## config.mk

```make
export PLATFORM = sky130hd
export DESIGN_NAME = or1200_wb_cmd_master
export DESIGN_NICKNAME = d
export VERILOG_FILES = /design/src/rtl/or1200_tb_wb_pkg.sv /design/src/rtl/or1200_wb_cmd_master.sv
export SDC_FILE = /design/constraint.sdc
export NUM_CORES = 1
export LEC_CHECK = 0
export CORE_AREA = 2 2 123 125
export DETAILED_ROUTE_END_ITERATION = 10
export DIE_AREA = 0 0 125 127
export PLACE_DENSITY = 0.77
export RECOVER_POWER = 25
export SLEW_MARGIN = 20
export SYNTH_ARGS = -nofsm -noshare
export SYNTH_HDL_FRONTEND = slang
export SYNTH_SLANG_ARGS = --single-unit
```

## constraint.sdc

```tcl
create_clock -name clk -period 2.6 [get_ports clk]
set_input_delay 0.52 -clock clk [delete_from_list [all_inputs] [get_ports clk]]
set_output_delay 0.52 -clock clk [all_outputs]
set_load 0.03 [all_outputs]
```

## src/rtl/or1200_tb_wb_pkg.sv

```systemverilog
// ---------------------------------------------------------------------------
// or1200_tb_wb_pkg
// Shared definitions for the Wishbone command master:
//   state_t      - master FSM states (IDLE, ACTIVE, RSP, BACKOFF)
//   CTI_*        - Wishbone B3 cycle type identifiers
//   BTE_LINEAR   - burst type extension (linear only)
//   burstCti()   - cycle type for the next beat of a command
// ---------------------------------------------------------------------------
package or1200_tb_wb_pkg;

  typedef enum logic [1:0] {
    ST_IDLE    = 2'd0,
    ST_ACTIVE  = 2'd1,
    ST_RSP     = 2'd2,
    ST_BACKOFF = 2'd3
  } state_t;

  localparam logic [2:0] CTI_CLASSIC = 3'b000;
  localparam logic [2:0] CTI_INCR    = 3'b010;
  localparam logic [2:0] CTI_EOB     = 3'b111;

  localparam logic [1:0] BTE_LINEAR  = 2'b00;

  // Cycle type for an upcoming beat: classic for single transfers,
  // incrementing for burst beats, end-of-burst for the final burst beat.
  function automatic logic [2:0] burstCti(input logic isBurst,
                                          input logic isLastBeat);
    logic [2:0] cti;
    cti = CTI_CLASSIC;
    if (isBurst) begin
      cti = isLastBeat ? CTI_EOB : CTI_INCR;
    end
    return cti;
  endfunction

endpackage

```

## src/rtl/or1200_wb_cmd_master.sv

```systemverilog
// ---------------------------------------------------------------------------
// or1200_wb_cmd_master
// Turns simple commands (single-beat write, or incrementing read burst of
// 1..16 beats) into Wishbone B3 master cycles and returns one response per
// beat. Handles slave err/rty terminations and a per-beat timeout.
//
// Ports
//   clk, rst                         clock, synchronous active-high reset
//   cmd_valid/cmd_ready              command handshake
//   cmd_we, cmd_adr, cmd_dat,
//   cmd_sel, cmd_len                 command fields (len = read beats - 1)
//   rsp_valid/rsp_ready              response handshake
//   rsp_dat, rsp_err, rsp_last       response fields
//   wb_cyc_o, wb_stb_o, wb_we_o,
//   wb_adr_o, wb_dat_o, wb_sel_o,
//   wb_cti_o, wb_bte_o               registered Wishbone master outputs
//   wb_ack_i, wb_err_i, wb_rty_i,
//   wb_dat_i                         Wishbone slave terminations and data
// ---------------------------------------------------------------------------
module or1200_wb_cmd_master
  import or1200_tb_wb_pkg::*;
#(
  parameter int TIMEOUT   = 255,
  parameter int MAX_RETRY = 3
) (
  input  logic        clk,
  input  logic        rst,

  input  logic        cmd_valid,
  output logic        cmd_ready,
  input  logic        cmd_we,
  input  logic [31:0] cmd_adr,
  input  logic [31:0] cmd_dat,
  input  logic [3:0]  cmd_sel,
  input  logic [3:0]  cmd_len,

  output logic        rsp_valid,
  input  logic        rsp_ready,
  output logic [31:0] rsp_dat,
  output logic        rsp_err,
  output logic        rsp_last,

  output logic        wb_cyc_o,
  output logic        wb_stb_o,
  output logic        wb_we_o,
  output logic [31:0] wb_adr_o,
  output logic [31:0] wb_dat_o,
  output logic [3:0]  wb_sel_o,
  output logic [2:0]  wb_cti_o,
  output logic [1:0]  wb_bte_o,
  input  logic        wb_ack_i,
  input  logic        wb_err_i,
  input  logic        wb_rty_i,
  input  logic [31:0] wb_dat_i
);

  localparam logic [15:0] TMO_LAST = 16'(TIMEOUT - 1);
  localparam logic [15:0] RTY_MAX  = 16'(MAX_RETRY);

  state_t      r_state;
  logic        r_cyc;
  logic        r_stb;
  logic        r_we;
  logic [31:0] r_adr;
  logic [31:0] r_dat;
  logic [3:0]  r_sel;
  logic [2:0]  r_cti;
  logic        r_rspValid;
  logic [31:0] r_rspDat;
  logic        r_rspErr;
  logic        r_rspLast;
  logic [3:0]  r_beatsLeft;
  logic [15:0] r_tmo;
  logic [15:0] r_rty;

  logic        w_termErr;
  logic        w_termAck;
  logic        w_termRty;
  logic        w_noTerm;
  logic        w_lastBeat;
  logic        w_fail;
  logic        w_isBurst;
  logic        w_unused;

  // err dominates, ack beats rty, rty only counts when alone.
  assign w_termErr  = wb_err_i;
  assign w_termAck  = wb_ack_i & ~wb_err_i;
  assign w_termRty  = wb_rty_i & ~wb_ack_i & ~wb_err_i;
  assign w_noTerm   = ~wb_ack_i & ~wb_err_i & ~wb_rty_i;
  assign w_lastBeat = (r_beatsLeft == 4'd0);
  assign w_isBurst  = (r_cti != CTI_CLASSIC);

  // Any of these ends the command with an error response.
  assign w_fail = w_termErr
                | (w_termRty & (r_rty >= RTY_MAX))
                | (w_noTerm  & (r_tmo >= TMO_LAST));

  // Address bits [1:0] are ignored; the bus address is always word aligned.
  assign w_unused = &{1'b0, cmd_adr[1:0]};

  assign cmd_ready = (r_state == ST_IDLE) && !rst;

  assign rsp_valid = r_rspValid;
  assign rsp_dat   = r_rspDat;
  assign rsp_err   = r_rspErr;
  assign rsp_last  = r_rspLast;

  assign wb_cyc_o  = r_cyc;
  assign wb_stb_o  = r_stb;
  assign wb_we_o   = r_we;
  assign wb_adr_o  = r_adr;
  assign wb_dat_o  = r_dat;
  assign wb_sel_o  = r_sel;
  assign wb_cti_o  = r_cti;
  assign wb_bte_o  = BTE_LINEAR;

  // Master FSM. Every bus and response output is a register written here,
  // so the slave may terminate combinationally without creating a loop.
  always_ff @(posedge clk) begin
    if (rst) begin
      r_state     <= ST_IDLE;
      r_cyc       <= 1'b0;
      r_stb       <= 1'b0;
      r_we        <= 1'b0;
      r_adr       <= 32'd0;
      r_dat       <= 32'd0;
      r_sel       <= 4'd0;
      r_cti       <= CTI_CLASSIC;
      r_rspValid  <= 1'b0;
      r_rspDat    <= 32'd0;
      r_rspErr    <= 1'b0;
      r_rspLast   <= 1'b0;
      r_beatsLeft <= 4'd0;
      r_tmo       <= 16'd0;
      r_rty       <= 16'd0;
    end else begin
      case (r_state)
        ST_IDLE: begin
          if (cmd_valid) begin
            r_state     <= ST_ACTIVE;
            r_cyc       <= 1'b1;
            r_stb       <= 1'b1;
            r_we        <= cmd_we;
            r_adr       <= {cmd_adr[31:2], 2'b00};
            r_dat       <= cmd_dat;
            r_sel       <= cmd_we ? cmd_sel : 4'hF;
            r_beatsLeft <= cmd_we ? 4'd0 : cmd_len;
            r_cti       <= burstCti(!cmd_we && (cmd_len != 4'd0),
                                    1'b0);
            r_tmo       <= 16'd0;
            r_rty       <= 16'd0;
          end
        end

        ST_ACTIVE: begin
          if (w_fail) begin
            // Abandon the rest of the command; cyc drops with the response.
            r_state     <= ST_RSP;
            r_cyc       <= 1'b0;
            r_stb       <= 1'b0;
            r_rspValid  <= 1'b1;
            r_rspDat    <= 32'd0;
            r_rspErr    <= 1'b1;
            r_rspLast   <= 1'b1;
            r_beatsLeft <= 4'd0;
          end else if (w_termAck) begin
            r_state    <= ST_RSP;
            r_stb      <= 1'b0;
            // cyc is held across the response only while beats remain.
            r_cyc      <= !w_lastBeat;
            r_rspValid <= 1'b1;
            r_rspDat   <= r_we ? 32'd0 : wb_dat_i;
            r_rspErr   <= 1'b0;
            r_rspLast  <= w_lastBeat;
            r_adr      <= r_adr + 32'd4;
            r_rty      <= 16'd0;
            if (!w_lastBeat) begin
              r_beatsLeft <= r_beatsLeft - 4'd1;
              r_cti       <= burstCti(w_isBurst, r_beatsLeft == 4'd1);
            end
          end else if (w_termRty) begin
            r_state <= ST_BACKOFF;
            r_cyc   <= 1'b0;
            r_stb   <= 1'b0;
            r_rty   <= r_rty + 16'd1;
          end else begin
            r_tmo <= r_tmo + 16'd1;
          end
        end

        ST_BACKOFF: begin
          // Reissue the same beat after a single idle bus cycle.
          r_state <= ST_ACTIVE;
          r_cyc   <= 1'b1;
          r_stb   <= 1'b1;
          r_tmo   <= 16'd0;
        end

        ST_RSP: begin
          if (rsp_ready) begin
            r_rspValid <= 1'b0;
            // A held cyc means more beats of this command are pending.
            if (r_cyc) begin
              r_state <= ST_ACTIVE;
              r_stb   <= 1'b1;
              r_tmo   <= 16'd0;
              r_rty   <= 16'd0;
            end else begin
              r_state <= ST_IDLE;
            end
          end
        end

        default: begin
          r_state <= ST_IDLE;
          r_cyc   <= 1'b0;
          r_stb   <= 1'b0;
        end
      endcase
    end
  end

endmodule

```

==> results of run 1 <==
==> logic make-up (layout without fill, tap and decap cells) <==
kind of cell / count (synthesis) / after routing / share of synthesized area, %
AOI/OAI and AO/OA: 229 / 229 / 23.76
buffers and inverters: 71 / 297 / 4.649
xor gates and xnor gates: 1 / 1 / 0.1368
other: 1 / 4 / 0.05855
and+or+nand+nor: 285 / 285 / 22.41
DFF: 144 / 144 / 45.01
muxes: 13 / 13 / 2.032
adders and majority gates: 10 / 10 / 1.954
==> where the power goes <==
| group | switching [W] | leakage (nW) | internal [W] |
|---|---|---|---|
| clock | 0.000960 | 0.303 | 0.00171 |
| sequential | 0.000385 | 1.17 | 0.00259 |
| combinational | 0.00232 | 2.06 | 0.00152 |
| total | 0.00367 | 3.53 | 0.00581 |
==> per-layer routing <==
metal / routed length (um) / track usage [%]
met5: 16 / 0
met4: 371 / 9.804
met3: 1647 / 7.454
met2: 9606 / 41.34
met1: 8357 / 29.94
==> registers in the layout, summed over array words and instances, names as in the netlist <==
register,flops
rsp_dat,32
wb_dat_o,32
wb_adr_o,30
r_rty,16
r_tmo,16
r_beatsLeft,4
wb_sel_o,4
r_state,2
wb_cti_o,2
rsp_err,1
rsp_last,1
rsp_valid,1
wb_cyc_o,1
wb_stb_o,1
wb_we_o,1
==> area by class of cell <==
cell class                 count  area, sq um
sequential                   144         2883
timing repair buffer         248         2417
tap                          184        230.2
inverter                      17        63.81
fill                        1190         4940
clock inverter                13        212.7
multi-input combinational    542         3244
clock buffer                  19        432.9
==> per-stage QoR <==
| step | area, sq um | worst slack, ps | hold WS (ps) | power (W) | utilization (%) |
|---|---|---|---|---|---|
| after global routing | 9484 | 7.278 | 467.3 | 0.009971 | 65.75 |
| after detailed placement | 8846 | 39.52 | 447.3 | 0.006843 | 61.33 |
| final | 9484 | 202.7 | 447.9 | 0.009481 | 65.75 |
| after global placement | 8846 | 41.65 | 440.2 | 0.006784 | 61.33 |
| after CTS | 9492 | 62.38 | 454.0 | 0.009527 | 65.81 |
| after floorplan | 6416 | 340.0 | 430.7 | 0.005295 | - |
==> final timing paths <==
path                                    to  slack [ps]  cells past startpoint
hold reg to reg   wb_dat_o[9]$_SDFFE_PP0P_         450                      2
setup / recovery  rsp_dat[25]$_SDFFE_PP0P_         200                      7
hold / removal    wb_dat_o[9]$_SDFFE_PP0P_         450                      2
setup reg to reg  rsp_dat[25]$_SDFFE_PP0P_         200                      7
==> Yosys cell counts (2+ instances only) <==
| cell type | n | area share (%) |
|---|---|---|
| sky130_fd_sc_hd__dfxtp_1 | 144 | 45 |
| sky130_fd_sc_hd__nand2_1 | 104 | 6.1 |
| sky130_fd_sc_hd__a21oi_1 | 81 | 6.3 |
| sky130_fd_sc_hd__clkbuf_1 | 44 | 2.6 |
| sky130_fd_sc_hd__nor2_1 | 34 | 2.0 |
| sky130_fd_sc_hd__a22o_1 | 32 | 4.4 |
| sky130_fd_sc_hd__nor3_1 | 27 | 2.1 |
| sky130_fd_sc_hd__nand3_1 | 24 | 1.9 |
| sky130_fd_sc_hd__a22oi_1 | 22 | 2.6 |
| sky130_fd_sc_hd__o21ai_0 | 21 | 1.6 |
| sky130_fd_sc_hd__and2_1 | 18 | 1.8 |
| sky130_fd_sc_hd__inv_1 | 17 | 1.0 |
| sky130_fd_sc_hd__nand4_1 | 17 | 1.7 |
| sky130_fd_sc_hd__and3_1 | 16 | 1.6 |
| sky130_fd_sc_hd__mux2i_1 | 13 | 2.0 |
| sky130_fd_sc_hd__o21a_1 | 11 | 1.3 |
| sky130_fd_sc_hd__a31oi_1 | 10 | 0.98 |
| sky130_fd_sc_hd__ha_1 | 10 | 2.0 |
| sky130_fd_sc_hd__nor4_1 | 9 | 0.88 |
| sky130_fd_sc_hd__o22ai_1 | 9 | 0.88 |
| sky130_fd_sc_hd__a211oi_1 | 8 | 0.94 |
| sky130_fd_sc_hd__nor3b_1 | 7 | 0.82 |
| sky130_fd_sc_hd__buf_4 | 5 | 0.59 |
| sky130_fd_sc_hd__nor2b_1 | 5 | 0.49 |
| sky130_fd_sc_hd__o31ai_1 | 5 | 0.59 |
| sky130_fd_sc_hd__or4_1 | 5 | 0.59 |
| sky130_fd_sc_hd__a2111oi_0 | 4 | 0.55 |
| sky130_fd_sc_hd__a21o_1 | 4 | 0.47 |
| sky130_fd_sc_hd__and4_1 | 4 | 0.55 |
| sky130_fd_sc_hd__buf_2 | 4 | 0.31 |
| sky130_fd_sc_hd__nand2b_1 | 4 | 0.39 |
| sky130_fd_sc_hd__or3_1 | 4 | 0.39 |
| sky130_fd_sc_hd__a311oi_1 | 3 | 0.41 |
| sky130_fd_sc_hd__o211ai_1 | 3 | 0.35 |
| sky130_fd_sc_hd__or4_4 | 3 | 0.53 |
| sky130_fd_sc_hd__a211o_1 | 2 | 0.27 |
| sky130_fd_sc_hd__a221oi_1 | 2 | 0.27 |
| sky130_fd_sc_hd__nor4b_1 | 2 | 0.27 |
==> worst max-delay path, stage by stage, from the launching register on <==
cell and delay [ps]:
sky130_fd_sc_hd__dfxtp_1 350, sky130_fd_sc_hd__inv_1 100, sky130_fd_sc_hd__ha_1 430, sky130_fd_sc_hd__inv_1 340, sky130_fd_sc_hd__a31oi_4 510, sky130_fd_sc_hd__a21oi_2 150, sky130_fd_sc_hd__buf_12 200, sky130_fd_sc_hd__a22o_1 200
==> results.cfg, run 1 <==
[global_routing]
first_pass_grt_wire_length_mm = 31.87
antenna_found_initial = 1
global_route.overflow_total = 0
grt_max_degree = 42
gr-usage-all-layers_pct = 24.70
grt_pass1_vias = 6288

[logic_synthesis]
synth-async-reset-ratio_pct = 0
synth_edf_count = 0
dominant_synthesized_flop_cell = sky130_fd_sc_hd__dfxtp_1
number_of_instances_in_the_synthesized_netlist = 754
synthDistinctLibCells = 55
postSynthAreaPerCell_sq_um = 8.495
total_of_flip_flops_plus_latches_after_synthesis = 144
synth.yosys.seq_area_share_pct = 45.01
yosys_warning_total = 0
synthesis.area_sq_mm = 0.006405

[power]
power_density_mw_per_mm2 = 999.7
static-leakage-power_nw = 3.535
vdd.ir_drop.worst_mv = 0.6070

[floorplanning]
total_i_o_pin_count = 224
core_area_sq_mm = 0.01442
site_rows = 44
die_area_sq_mm = 0.01588
initial_core_util_pct = 44.40
dieHeight_um = 127
die_w_um = 125

[cells_and_area]
share_of_post_route_cells_with_drive_strength_above_1_pct = 6.918
post_layout_nonfiller_instances = 1167
insertedDiodeCount = 0
most-common-layout-cells = 192 x sky130_fd_sc_hd__clkdlybuf4s50_1, 144 x sky130_fd_sc_hd__dfxtp_1, 104 x sky130_fd_sc_hd__nand2_1
final_net_count = 1092
mostFrequentLayoutCell = sky130_fd_sc_hd__clkdlybuf4s50_1
area.growth.synth_to_final_pct = 48.08

[clock_tree]
clk_pin_slew_ps = 60
cts_max_level = 4
numCtsBuffers = 17
cts_tree = yes
cts-root-to-sink-buffers = 2
post-cts-setup-buffers = 0
cts.hold.buffers_added = 0
clock-sinks = 144
clock_latency_ps = 430
root_buffer = sky130_fd_sc_hd__clkbuf_16
cts_resized = 0

[sta]
fin_tns_setup_ps = 0
maxClockFrequency_mhz = 417.1
worst_slew_pin_slew_ps = 969.0
hold_violations = 0
timing.final.max_slew_violations = 0
fin_worst_skew_ps = 15.72
setup-violations-final = 0
unrepaired_setup_endpoints_after_global_routing = false
final_min_period_over_clock_period_pct = 92.20
max_slew_margin_pct = 35.40
period_minus_slack_ps = 2397

[job]
max_cap_violations = 0

[critical_path]
startpoint_type = flip-flop
worstPathRequired_ps = 2910
critical_path.max_fanout = 32
cp-end-kind = flip-flop
startpoint_of_the_most_critical_setup_path = r_state[1]$_SDFFE_PP0P_
timing.setup.critical_path_class = reg -> reg
worst-endpoint-arrival_ps = 2700
crit-reg2reg-launch = r_state[1]$_SDFFE_PP0P_

[status]
run_status = complete, no violations

[detailed_routing]
drt_drc = 0
via_per_inst = 5.612
drt-wirelength-per-cell_um = 17.14
vias = 6549
drt-total-wl_mm = 20.00
drt_iter0_markers = 537
first_pass_iters = 7
ant_nets = 0

[hold_path]
min-delay-path-class = reg -> reg
hold_path_startpoint = wb_dat_o[9]$_SDFFE_PP0P_

[place]
io_buffers = 217
dp.final_hpwl_mm = 13.99
gp_congestion = 0.8850
placedCellCount = 1135
(Power assumes the default switching activity.)
==> run 2, diff against run 1 <==
--- a/config.mk
+++ b/config.mk
@@ -10,6 +10,7 @@
 export DIE_AREA = 0 0 125 127
 export PLACE_DENSITY = 0.77
 export RECOVER_POWER = 25
+export SKIP_LAST_GASP = 1
 export SLEW_MARGIN = 20
 export SYNTH_ARGS = -nofsm -noshare
 export SYNTH_HDL_FRONTEND = slang
==> results of run 2 <==
Same layout as run 1: the final DEF is identical, and so are final timing and power.
==> run 3, diff against run 2 <==
--- a/config.mk
+++ b/config.mk
@@ -5,9 +5,11 @@
 export SDC_FILE = /design/constraint.sdc
 export NUM_CORES = 1
 export LEC_CHECK = 0
-export CORE_AREA = 2 2 123 125
+export ABC_AREA = 1
+export CAP_MARGIN = 20
+export CORE_AREA = 2 2 125 127
 export DETAILED_ROUTE_END_ITERATION = 10
-export DIE_AREA = 0 0 125 127
+export DIE_AREA = 0 0 127 129
 export PLACE_DENSITY = 0.77
 export RECOVER_POWER = 25
 export SKIP_LAST_GASP = 1
==> run 3 against run 2 <==
Critical path depth decreased by 2; synthesized cell count increased by 30%; hold slack got worse by 14 ps; clock skew decreased by 8.6 ps; sequential cell count unchanged; first-iteration DRC count decreased by 24%; critical path type is now reg -> out; critical endpoint is now cmd_ready; highest routed layer is now met4.
==> results.cfg, run 3 <==
[detailed_routing]
via_per_inst = 5.135
drt_iter0_markers = 409
drt-wirelength-per-cell_um = 14.40
drt-total-wl_mm = 19.89
ant_nets = 0
vias = 7092
drt_drc = 0
first_pass_iters = 5

[floorplanning]
initial_core_util_pct = 45.66
site_rows = 45
core_area_sq_mm = 0.01498
dieHeight_um = 129
total_i_o_pin_count = 224
die_w_um = 127
die_area_sq_mm = 0.01638

[critical_path]
startpoint_type = flip-flop
timing.setup.critical_path_class = reg -> out
worst-r2r-setup-slack_ps = 280
worstPathRequired_ps = 2080
cp-end-kind = primary output
critical_path.max_fanout = 4
worst-endpoint-arrival_ps = 1880

[cells_and_area]
final_net_count = 1302
insertedDiodeCount = 0
share_of_post_route_cells_with_drive_strength_above_1_pct = 6.538
most-common-layout-cells = 206 x sky130_fd_sc_hd__nand2_1, 203 x sky130_fd_sc_hd__clkdlybuf4s50_1, 177 x sky130_fd_sc_hd__nor2_1
area.growth.synth_to_final_pct = 41.76
mostFrequentLayoutCell = sky130_fd_sc_hd__nand2_1

[logic_synthesis]
dominant_synthesized_flop_cell = sky130_fd_sc_hd__dfxtp_1
postSynthAreaPerCell_sq_um = 6.977
number_of_instances_in_the_synthesized_netlist = 980
synth_top_area_cell = sky130_fd_sc_hd__dfxtp_1
synth_top_area_share_pct = 42.16
most_numerous_cell_in_the_yosys_netlist = sky130_fd_sc_hd__nand2_1
synthesis.area_sq_mm = 0.006838
synthDistinctLibCells = 46
synth-async-reset-ratio_pct = 0
yosys_warning_total = 0
synth_edf_count = 0
ys_top_cells_by_count = 206 x sky130_fd_sc_hd__nand2_1, 176 x sky130_fd_sc_hd__nor2_1, 144 x sky130_fd_sc_hd__dfxtp_1
synth.yosys.seq_area_share_pct = 42.16
total_of_flip_flops_plus_latches_after_synthesis = 144
netlist_top_cells_area = sky130_fd_sc_hd__dfxtp_1 42%, sky130_fd_sc_hd__nand2_1 11%, sky130_fd_sc_hd__nor2_1 9.7%, sky130_fd_sc_hd__a21oi_1 5.9%, sky130_fd_sc_hd__nand3_1 5.3%

[power]
clockPowerShare_pct = 23.4
sequentialPowerShare_pct = 30.8
static-leakage-power_nw = 3.800
pwr-share-comb_pct = 45.8
power_density_mw_per_mm2 = 1058
sw_frac_of_total_pct = 42.26
p_sw_w = 0.004333
vdd.ir_drop.worst_mv = 0.8057
internal_power_w = 0.005921

[global_routing]
gr-usage-all-layers_pct = 23.90
grt_max_degree = 46
global_route.overflow_total = 0
first_pass_grt_wire_length_mm = 31.78
grt_pass1_vias = 6465
antenna_found_initial = 0

[place]
gp_congestion = 0.8890
io_buffers = 217
dp.final_hpwl_mm = 14.29
post-place-ws_ps = 36.46

[sta]
setup-violations-final = 0
max_slew_margin_pct = 13.04
fin_worst_skew_ps = 7.088
maxClockFrequency_mhz = 416.0
worst_slew_pin_slew_ps = 1304
final_critical_path_setup_slack_ps = 196.2
final_min_period_over_clock_period_pct = 92.45
fin_tns_setup_ps = 0
hold_violations = 0
unrepaired_setup_endpoints_after_global_routing = false
period_minus_slack_ps = 2404
timing.final.max_slew_violations = 0
whs_ps = 433.9

[clock_tree]
numCtsBuffers = 17
cts_tree = yes
clock_latency_ps = 410
cts_resized = 0
clock-sinks = 144
clk_pin_slew_ps = 60
cts.hold.buffers_added = 0
cts_max_level = 4
root_buffer = sky130_fd_sc_hd__clkbuf_16
post-cts-setup-buffers = 0
cts-root-to-sink-buffers = 2

[hold_path]
min-delay-path-class = reg -> reg

[status]
run_status = complete, no violations

[job]
max_cap_violations = 0
## run 3: cell types whose count changed in the layout (fill, tap and decap cells not counted), sizes merged, moves of 16 or more
cell   before  now
a22o       32    0
nand3      24   77
nand2     104  211
a22oi      22    0
o21ai      21   70
inv        17   68
and2       18    0
and3       16    0
nor2       35  185
## run 3: worst max-delay path: stages, from the launching register on
cell and delay (ps):
sky130_fd_sc_hd__dfxtp_1 310, sky130_fd_sc_hd__inv_1 120, sky130_fd_sc_hd__ha_1 190, sky130_fd_sc_hd__inv_1 60
sky130_fd_sc_hd__nor2_1 100, sky130_fd_sc_hd__clkdlybuf4s50_1 680
## run 3: final timing paths
check,start,end,cells after the start
setup / recovery,r_state[0]$_SDFFE_PP0P_,cmd_ready,5
hold / removal,r_rty[9]$_SDFFE_PP0P_,r_rty[9]$_SDFFE_PP0P_,2
setup reg to reg,r_tmo[0]$_SDFFE_PP0P_,rsp_dat[4]$_SDFFE_PP0P_,10
hold reg to reg,r_rty[9]$_SDFFE_PP0P_,r_rty[9]$_SDFFE_PP0P_,2
## run 3: kinds of logic (layout without fill, tap and decap cells)
logic type	after synthesis	in the layout	synth area share, %
AOI/OAI and AO/OA	173	173	13.65
other	1	4	0.05484
and+or+nand+nor	517	517	32.83
adders and majority gates	10	10	1.830
xor gates and xnor gates	12	12	1.537
buffers and inverters	123	333	7.941
DFF	144	144	42.16
## run 3: routing by layer
metal  vias to the layer above  part of all wire [%]  global-route usage (%)
met2                       284                    48                   41.05
met5                         -                     0                       0
met1                      3194                    44                   30.50
met4                         0                   1.7                   7.757
li1                       3585                     -                       -
met3                        29                   6.6                   4.491
## run 3: stage by stage
step / util [%] / std cells / cell area, sq um / power [W]
final: 64.72 / 1381 / 9693 / 0.01025
after global placement: 60.93 / 1349 / 9125 / 0.007854
after detailed placement: 60.93 / 1349 / 9125 / 0.007923
after floorplan: - / 983 / 6849 / 0.006259
after CTS: 64.81 / 1381 / 9707 / 0.01035
after global routing: 64.72 / 1381 / 9693 / 0.01094
## run 3: area by class of cell
| class | count | area [sq um] |
|---|---|---|
| Inverter | 68 | 256.5 |
| Clock inverter | 12 | 135.1 |
| Fill cell | 1352 | 5284 |
| Tap cell | 188 | 235.2 |
| Timing Repair Buffer | 233 | 2321 |
| Multi-Input combinational cell | 716 | 3416 |
| Clock buffer | 20 | 446.7 |
| Sequential cell | 144 | 2883 |
## run 3: power groups by stage
stage,sequential [W],combinational (W),clock [W]
2_1_floorplan,0.00396,0.00230,0
3_3_place_gp,0.00318,0.00468,0
3_5_place_dp,0.00319,0.00474,0
4_1_cts,0.00315,0.00476,0.00244
5_1_grt,0.00323,0.00518,0.00254
6_report,0.00315,0.00470,0.00240
